### config.mk
export PLATFORM = sky130hd
export DESIGN_NAME = edge_capture_ctrl
export DESIGN_NICKNAME = d
export VERILOG_FILES = /design/src/rtl/edge_capture_ctrl.sv
export SDC_FILE = /design/constraint.sdc
export NUM_CORES = 1
export LEC_CHECK = 0
export ABC_AREA = 1
export BUFFER_PORTS_ARGS = -buffer_cell sky130_fd_sc_hd__buf_2
export CAP_MARGIN = 20
export CORE_MARGIN = 2
export CORE_UTILIZATION = 49
export DETAILED_ROUTE_END_ITERATION = 12
export HOLD_SLACK_MARGIN = 0.02
export PLACE_DENSITY = 0.86
export SLEW_MARGIN = 20
export SYNTH_ARGS = -nofsm -noshare
export SYNTH_HDL_FRONTEND = slang
export SYNTH_SLANG_ARGS = --single-unit
### constraint.sdc
create_clock -name clk -period 1.5 [get_ports clk]
set_input_delay 0.225 -clock clk [delete_from_list [all_inputs] [get_ports clk]]
set_output_delay 0.225 -clock clk [all_outputs]
set_load 0.005 [all_outputs]
### src/rtl/edge_capture_ctrl.sv
// Sticky per-channel edge capture with W1C clear, overflow tracking and a
// masked, registered interrupt. Optional input synchroniser for async pins.
module edge_capture_ctrl #(
    parameter int WIDTH       = 32,
    parameter int SYNC_STAGES = 0
) (
    input  logic               clk,
    input  logic               reset,
    input  logic [WIDTH-1:0]   data_i,
    input  logic [2*WIDTH-1:0] mode_i,
    input  logic [WIDTH-1:0]   irq_en_i,
    input  logic               clr_i,
    input  logic [WIDTH-1:0]   clr_mask_i,
    output logic [WIDTH-1:0]   edge_o,
    output logic [WIDTH-1:0]   ovf_o,
    output logic               irq_o
);

    logic [WIDTH-1:0] s;
    logic [WIDTH-1:0] data_q;
    logic [WIDTH-1:0] rise;
    logic [WIDTH-1:0] fall;
    logic [WIDTH-1:0] hit;
    logic [WIDTH-1:0] clr;
    logic             prime;

    generate
        if (SYNC_STAGES == 0) begin : g_nosync
            assign s = data_i;
        end else begin : g_sync
            logic [WIDTH-1:0] sync_q [SYNC_STAGES];

            always_ff @(posedge clk) begin
                if (reset) begin
                    for (int i = 0; i < SYNC_STAGES; i++) begin
                        sync_q[i] <= '0;
                    end
                end else begin
                    sync_q[0] <= data_i;
                    for (int i = 1; i < SYNC_STAGES; i++) begin
                        sync_q[i] <= sync_q[i-1];
                    end
                end
            end

            assign s = sync_q[SYNC_STAGES-1];
        end
    endgenerate

    assign rise = ~data_q & s;
    assign fall = data_q & ~s;
    assign clr  = {WIDTH{clr_i}} & clr_mask_i;

    // Mode bit 0 enables rise, bit 1 enables fall; 11 therefore gives both.
    always_comb begin
        hit = '0;
        for (int k = 0; k < WIDTH; k++) begin
            hit[k] = (mode_i[2*k] & rise[k]) | (mode_i[2*k+1] & fall[k]);
        end
    end

    // The prime cycle loads data_q from the live inputs so levels already
    // high at reset release are not reported as rising edges.
    always_ff @(posedge clk) begin
        if (reset) begin
            data_q <= '0;
            edge_o <= '0;
            ovf_o  <= '0;
            irq_o  <= 1'b0;
            prime  <= 1'b1;
        end else if (prime) begin
            data_q <= s;
            prime  <= 1'b0;
            irq_o  <= |(edge_o & irq_en_i);
        end else begin
            data_q <= s;
            edge_o <= hit | (edge_o & ~clr);
            ovf_o  <= (hit & edge_o & ~clr) | (ovf_o & ~clr);
            irq_o  <= |(edge_o & irq_en_i);
        end
    end

endmodule

# --- Word level (Yosys, flattened, before mapping) ---
# Cells that the tools add are included.
totals:
  ramBits: 0
  latch_bits: 0
  romBits: 0
  n_memories: 0
  reg_bits: 98
  wordCells: 116
  out_inout_bits: 65
op_classes:
  n_eq_ne: 0
  div: 0
  n_lt_le_gt_ge: 0
  n_shift: 0
  addsub: 0
  bitwise_logic: 109
  n_mux: 1
  multipliers: 0
  n_reduce_logical: 1
op_table:
  columns: ["operator", "n"]
  rows:
  - ["$and 32x32->32", 8]
  - ["$not 32->32", 3]
  - ["$and 1x1->1", 64]
  - ["$or 32x32->32", 2]
  - ["$or 1x1->1", 32]
  - ["$reduce_or 32->1", 1]
  - ["$mux 1", 1]

# --- Depth between registers and ports, before layout ---
# Gate-level depths: netlist of the first run.
logic_depth:
  depth_word: 7
  depth_mapped: 7
  ltp_nobuf: 6

# --- Worst setup path before layout of the first run ---
# OpenSTA, ideal clock, no wires.
synth_path:
  path_type: "register -> register"
  from: "register prime"
  to: "register edge_o[28]"
  stages_incl_launch_ff: 7
  arrival_ps: 876
  setup_slack_ps: 492
  setup_ps: 132
  path_cell_list: "dfxtp_1 > inv_2 > buf_12 > nand2_8 > buf_6 > o21ai_0 > a21oi_1"
synth_lines:
  columns: ["item", "line_no", "rtl"]
  rows:
  - ["start: declaration", "25", "logic prime;"]
  - ["start signal: assignment", "70", "prime <= 1'b1;"]
  - ["start signal: assignment", "73", "prime <= 1'b0;"]
  - ["end signal: assignment", "77", "edge_o <= hit | (edge_o & ~clr);"]
  - ["end: declaration", "14", "output logic [WIDTH-1:0] edge_o,"]

==> results.sh, run 1 <==
export IMPL_critPathCaptureType="flip-flop"
export IMPL_postLayoutCoreUtil=0.6601
export IMPL_period_needed_ps=1213
export IMPL_finalHoldWorstSlack_ps=91.64
export IMPL_actual_transition_at_the_worst_max_transition_pin_ps=455.5
export IMPL_cell_area_after_synthesis_um2=4387
export IMPL_cts_resized_gates=0
export IMPL_post_placement_cell_count=940
export IMPL_detailedRoute_firstPassIterationCount=4
export IMPL_maxCapViolations=0
export IMPL_fraction_of_layout_cells_with_a_size_suffix_above_1=0.3314
export IMPL_cts_setup_buffers=0
export IMPL_worst_ep_required_time_ps=1740
export IMPL_p_per_area_nw_per_um2=938.2
export IMPL_r2r_start="prime$_DFF_P_"
export IMPL_remaining_drc_errors=0
export IMPL_leakage_power_nw=3.095
export IMPL_placementRows=34
export IMPL_clkSinkCount=98
export IMPL_die_width_um=98.62
export IMPL_route_detailed_wl_per_inst_um=12.12
export IMPL_synth_adder_area_share=0
export IMPL_io_pins=228
export IMPL_fillCellCount=833
export IMPL_synth_ff_type="dfxtp_1"
export IMPL_cts_buffers_inserted=9
export IMPL_synthXorXnorAreaFrac=0
export IMPL_drtIter0Drc=114
export IMPL_max_slew_margin=0.6963
export IMPL_critPathLaunch="prime$_DFF_P_"
export IMPL_period_utilization=0.8086
export IMPL_grt_util_met2=0.4375
export IMPL_outcome="complete, no violations"
export IMPL_floorplan_core_area_um2=8721
export IMPL_synth_area_top_cells="dfxtp_1 45%, nand2_1 16%, a21oi_1 7.2%"
export IMPL_synth_compound_area_share=0.1517
export IMPL_slew_viol_final=0
export IMPL_antenna_violating_nets_remaining=0
export IMPL_finish_cell_count_without_fillers=956
export IMPL_timing_critical_path_fanout_max=34
export IMPL_synth_lib_cells_used_distinct=20
export IMPL_grt_first_pass_wirelength_um=19080
export IMPL_largest_net_degree_at_the_start_of_global_routing=43
export IMPL_first_global_vias=4503
export IMPL_cts_hold_fix_buffers=0
export IMPL_place_detailed_hpwl_um=9014
export IMPL_clock_tree_from_tritoncts="yes"
export IMPL_ys_seq_area_frac=0.4472
export IMPL_synth_top_cells_by_count="188 x nand2_1, 98 x dfxtp_1, 63 x a21oi_1"
export IMPL_finalHoldViolCount=0
export IMPL_detailroute_via_count=4715
export IMPL_route_detailed_vias_per_inst=4.932
export IMPL_fraction_of_synthesis_flops_using_an_asynchronous_set_or_reset_pin=0
export IMPL_timing_setup_critical_path_class="reg2reg"
export IMPL_critical_path_arrival_ps=1450
export IMPL_postSynthRegisterBits=98
export IMPL_layout_nets=1006
export IMPL_holdPathStages=3
export IMPL_start_util=0.5030
export IMPL_synth_simple_area_share=0.2946
export IMPL_fin_worst_skew_ps=10.90
export IMPL_h_tree_depth=3
export IMPL_syn2layout_area_growth_pct=31.23
export IMPL_root_buffer="clkbuf_8"
export IMPL_die_height_um=98.62
export IMPL_vdd_ir_drop_max_v=0.0005103
export IMPL_reg2regPathDepth=5
export IMPL_fin_setup_tns_ps=0
export IMPL_avgSynthCellArea_um2=7.053
export IMPL_netlist_instances=622
export IMPL_finalSetupViolCount=0
export IMPL_yosys_area_top_type="dfxtp_1"
export IMPL_synth_enable_flop_cells=0
export IMPL_yosys_cell_count_top_type="nand2_1"
export IMPL_highest_achievable_clock_rate_mhz=824.4
export IMPL_clk_pin_slew_worst_paths_ps=100
export IMPL_timing_critical_path_from_type="flip-flop"
export IMPL_hold_path_class="in2reg"
export IMPL_post_synth_top_area_fraction=0.4472
export IMPL_clock_buffer_depth=2
export IMPL_synth_yosys_warnings=0
export IMPL_buffer_ports_inserted=227
export IMPL_track_usage=0.2367
export IMPL_grt_busiest_layer="met2"
export IMPL_min_delay_start="data_i[26]"
export IMPL_grtUsageMet1=0.2617
export IMPL_synth_nets=785
export IMPL_gpl_wtd_cong=0.7704
export IMPL_insertedDiodeCount=0
export IMPL_yosys_mux_area_fraction=0
export IMPL_overflow=0
export IMPL_grtUsageMet3=0.06170
export IMPL_die_area_um2=9725
export IMPL_clock_insertion_delay_worst_skew_ps=350
export IMPL_number_of_antenna_violations_at_the_first_check_in_global_routing=0
export IMPL_main_combinational_cell_family_by_area_after_synthesis="simple AND/OR/NAND/NOR gates"
export IMPL_unrepaired_setup_endpoints_after_global_routing="false"
export IMPL_route_final_wire_length_um=11580
==> routing by layer <==
layer	vias up	routed length, µm
met5	-	0
met4	0	199
met3	17	1015
met2	183	5649
met1	2077	4719
li1	2438	-
==> final timing paths <==
check | to | slack (ps)
worst max-delay path | edge_o[24]$_SDFFE_PP0N_ | 290
worst min-delay path | data_q[26]$_SDFF_PP0_ | 90
worst max register to register | edge_o[24]$_SDFFE_PP0N_ | 290
worst min register to register | ovf_o[3]$_SDFFE_PP0N_ | 460
==> layout by cell type, fill, tap and decap left out <==
master,n
buf_12,4
nand2_1,188
o21ai_1,14
nand2_8,1
bufinv_16,1
inv_6,3
clkbuf_8,10
nand2_2,8
inv_2,9
dfxtp_1,98
nor2_1,60
nand4_1,17
o21ai_0,42
clkinvlp_4,1
buf_2,227
clkinv_4,2
inv_1,56
nand3_2,4
nand3_1,29
a21oi_1,63
o21ai_2,8
buf_4,3
==> final cells by class <==
class	instances	area (µm²)	share of cell area
Clock buffer	10	137.6	0.02391
Clock inverter	6	72.57	0.01261
Inverter	66	252.7	0.04390
Multi-Input combinational cell	434	1958	0.3401
Sequential cell	98	1962	0.3408
Tap cell	108	135.1	0.02347
Timing Repair Buffer	234	1239	0.2152
==> flip-flops by register name (all words and copies together), names as in the netlist <==
name	flops
prime	1
ovf_o	32
irq_o	1
data_q	32
edge_o	32
==> kinds of logic (layout without fill, tap and decap cells) <==
family / after synthesis / in the layout
DFF: 98 / 98
AOI/OAI and AO/OA: 127 / 127
buffers and inverters: 90 / 316
and+or+nand+nor: 307 / 307
==> worst max-delay path, cell delays in order, from the launching register on <==
cell and delay (ps):
dfxtp_1 320, inv_2 90, buf_12 190, nand2_8 150
o21ai_0 250, a21oi_1 100
==> metrics by stage <==
step	power (mW)	area (µm²)	setup WS [ps]
finish	5.401	5757	287.1
CTS	5.441	5757	272.5
floorplan	3.296	4387	491.9
global route	5.679	5757	164.5
detailed placement	3.682	5547	222.0
global placement	3.668	5547	270.5
==> report_power, final <==
| part | leakage [nW] | switching, mW | internal (mW) |
|---|---|---|---|
| logic | 2.19 | 0.439 | 0.370 |
| registers | 0.804 | 0.0856 | 2.72 |
| clock network | 0.103 | 0.948 | 0.836 |
| total | 3.09 | 1.47 | 3.93 |
Note: power is estimated with default switching activity, not from simulation.
==> run 2: changes to the inputs <==
Settings changed: ABC_AREA 1 to 0, CORE_UTILIZATION 49 to 46, PLACE_DENSITY 0.86 to 0.81.
Clock period 1.5 ns to 1.25 ns, I/O delays scaled along.
==> results.sh, run 2 <==
export IMPL_largest_net_degree_at_the_start_of_global_routing=34
export IMPL_post_placement_cell_count=845
export IMPL_hold_path_class="in2reg"
export IMPL_clock_tree_from_tritoncts="yes"
export IMPL_clk_pin_slew_worst_paths_ps=90
export IMPL_grt_util_met2=0.4426
export IMPL_synth_ff_type="dfxtp_1"
export IMPL_remaining_drc_errors=0
export IMPL_timing_critical_path_fanout_max=4
export IMPL_max_slew_margin=0.7608
export IMPL_synth_lib_cells_used_distinct=25
export IMPL_place_detailed_hpwl_um=10670
export IMPL_start_util=0.4683
export IMPL_synthXorXnorAreaFrac=0
export IMPL_period_needed_ps=1224
export IMPL_syn2layout_area_growth_pct=36.89
export IMPL_antenna_violating_nets_remaining=0
export IMPL_synth_simple_area_share=0.2148
export IMPL_finish_cell_count_without_fillers=860
export IMPL_critPathCaptureType="flip-flop"
export IMPL_die_width_um=103.1
export IMPL_insertedDiodeCount=0
export IMPL_unrepaired_setup_endpoints_after_global_routing="true"
export IMPL_worst_ep_required_time_ps=1490
export IMPL_yosys_mux_area_fraction=0
export IMPL_synth_compound_area_share=0.2957
export IMPL_buffer_ports_inserted=227
export IMPL_cts_buffers_inserted=9
export IMPL_cts_hold_fix_buffers=0
export IMPL_netlist_instances=484
export IMPL_detailroute_via_count=4599
export IMPL_slew_viol_final=0
export IMPL_synth_area_top_cells="dfxtp_1 43%, nand3b_1 13%, a21o_1 5.3%"
export IMPL_drtIter0Drc=131
export IMPL_layout_nets=886
export IMPL_synth_yosys_warnings=0
export IMPL_timing_setup_critical_path_class="reg2reg"
export IMPL_timing_critical_path_from_type="flip-flop"
export IMPL_finalHoldViolCount=0
export IMPL_gpl_wtd_cong=0.9221
export IMPL_overflow=0
export IMPL_finalHoldWorstSlack_ps=66.30
export IMPL_h_tree_depth=3
export IMPL_grtUsageMet1=0.2900
export IMPL_first_global_vias=4527
export IMPL_track_usage=0.2502
export IMPL_avgSynthCellArea_um2=9.327
export IMPL_grt_first_pass_wirelength_um=20670
export IMPL_actual_transition_at_the_worst_max_transition_pin_ps=358.8
export IMPL_p_per_area_nw_per_um2=1053
export IMPL_cell_area_after_synthesis_um2=4514
export IMPL_vdd_ir_drop_max_v=0.0006411
export IMPL_detailedRoute_firstPassIterationCount=4
export IMPL_die_height_um=103.1
export IMPL_yosys_cell_count_top_type="dfxtp_1"
export IMPL_fraction_of_layout_cells_with_a_size_suffix_above_1=0.4182
export IMPL_leakage_power_nw=2.718
export IMPL_fin_worst_skew_ps=6.038
export IMPL_mostFrequentLayoutCell="buf_2"
export IMPL_clkSinkCount=98
export IMPL_finalSetupViolCount=0
export IMPL_post_synth_top_area_fraction=0.4346
export IMPL_main_combinational_cell_family_by_area_after_synthesis="compound AO/OA/AOI/OAI gates"
export IMPL_maxCapViolations=0
export IMPL_cts_setup_buffers=0
export IMPL_clock_buffer_depth=2
export IMPL_route_final_wire_length_um=13720
export IMPL_critical_path_arrival_ps=1460
export IMPL_synth_adder_area_share=0
export IMPL_route_detailed_vias_per_inst=5.348
export IMPL_period_utilization=0.9793
export IMPL_io_pins=228
export IMPL_route_detailed_wl_per_inst_um=15.95
export IMPL_number_of_antenna_violations_at_the_first_check_in_global_routing=0
export IMPL_grt_busiest_layer="met2"
export IMPL_most_common_layout_cells="227 x buf_2, 96 x dfxtp_1, 81 x nand3b_1"
export IMPL_largest_registers="data_q: 32 flops, edge_o: 32 flops, ovf_o: 32 flops"
export IMPL_outcome="complete, no violations"
export IMPL_fraction_of_synthesis_flops_using_an_asynchronous_set_or_reset_pin=0
export IMPL_synth_nets=647
export IMPL_synth_top_cells_by_count="98 x dfxtp_1, 81 x nand3b_1, 37 x a21oi_1"
export IMPL_postSynthRegisterBits=98
export IMPL_synth_enable_flop_cells=0
export IMPL_die_area_um2=10620
export IMPL_root_buffer="clkbuf_8"
export IMPL_clock_insertion_delay_worst_skew_ps=350
export IMPL_grtUsageMet3=0.06508
export IMPL_placementRows=36
export IMPL_highest_achievable_clock_rate_mhz=816.9
export IMPL_floorplan_core_area_um2=9639
export IMPL_ys_seq_area_frac=0.4346
export IMPL_yosys_area_top_type="dfxtp_1"
run 2: cell count changes after synthesis, sizes merged, moves of 32 or more:
| cell | delta |
|---|---|
| nand3 | -33 |
| nand3b | +81 |
| nor2b | +32 |
| a21o | +32 |
| o21ai | -49 |
| nand2 | -164 |
| inv | -36 |
| nor2 | -60 |
run 2: area by class of cell:
type	instances	area, µm²
flip-flops and latches	98	1964
clock inverters	3	65.06
inverters	31	116.4
fillers	863	3460
well taps	133	166.4
repair buffers	254	1393
multi-input cells	329	2340
clock buffers	12	135.1
run 2: logic make-up after synthesis:
group	count (synthesis)
flops	98
compound gates	177
buf+inv	57
simple gates	152
run 2: through the flow:
step	setup WS [ps]	power [mW]	utilization	area (µm²)	TNS (ps)
floorplan	142.7	3.847	-	4514	0
global placement	-35.51	4.357	0.6162	5939	-35.51
detailed placement	-19.40	4.397	0.6162	5939	-19.40
CTS	0.004441	6.553	0.6385	6155	0
global route	-24.33	6.828	0.6411	6180	-24.33
finish	25.88	6.507	0.6411	6180	0
run 2: path summary, 6_finish.rpt:
check                           slack (ps)                      to  cells after the start              startpoint
worst max-delay path                    30        irq_o$_SDFF_PP0_                      3  edge_o[7]$_SDFFE_PP0N_
worst min-delay path                    70   data_q[20]$_SDFF_PP0_                      2              data_i[20]
worst max register to register          30        irq_o$_SDFF_PP0_                      3  edge_o[7]$_SDFFE_PP0N_
worst min register to register         460  ovf_o[18]$_SDFFE_PP0N_                      2  ovf_o[18]$_SDFFE_PP0N_
run 2: worst max-delay path: stages, from the launching register on:
cell and delay, ps:
dfxtp_1 350, a22oi_1 240, nand4_1 120, o41a_1 410
run 2: power by group:
part / leakage, nW / switching, mW / internal (mW)
Combinational: 1.81 / 0.478 / 0.528
Clock: 0.100 / 1.04 / 1.12
Sequential: 0.804 / 0.0867 / 3.25
Total: 2.72 / 1.61 / 4.90
run 2: metal layers:
| metal | vias to the layer above | routed length (µm) |
|---|---|---|
| li1 | 2238 | - |
| met4 | 0 | 278 |
| met3 | 21 | 1126 |
| met5 | - | 0 |
| met1 | 2151 | 5468 |
| met2 | 189 | 6841 |
run 2: what timing repair did:
action | CTS | global route
setup endpoints to repair | 1 | 8
pin swaps | 0 | 4
hold endpoints to repair | 0 | 0
gates resized for setup | 3 | 6
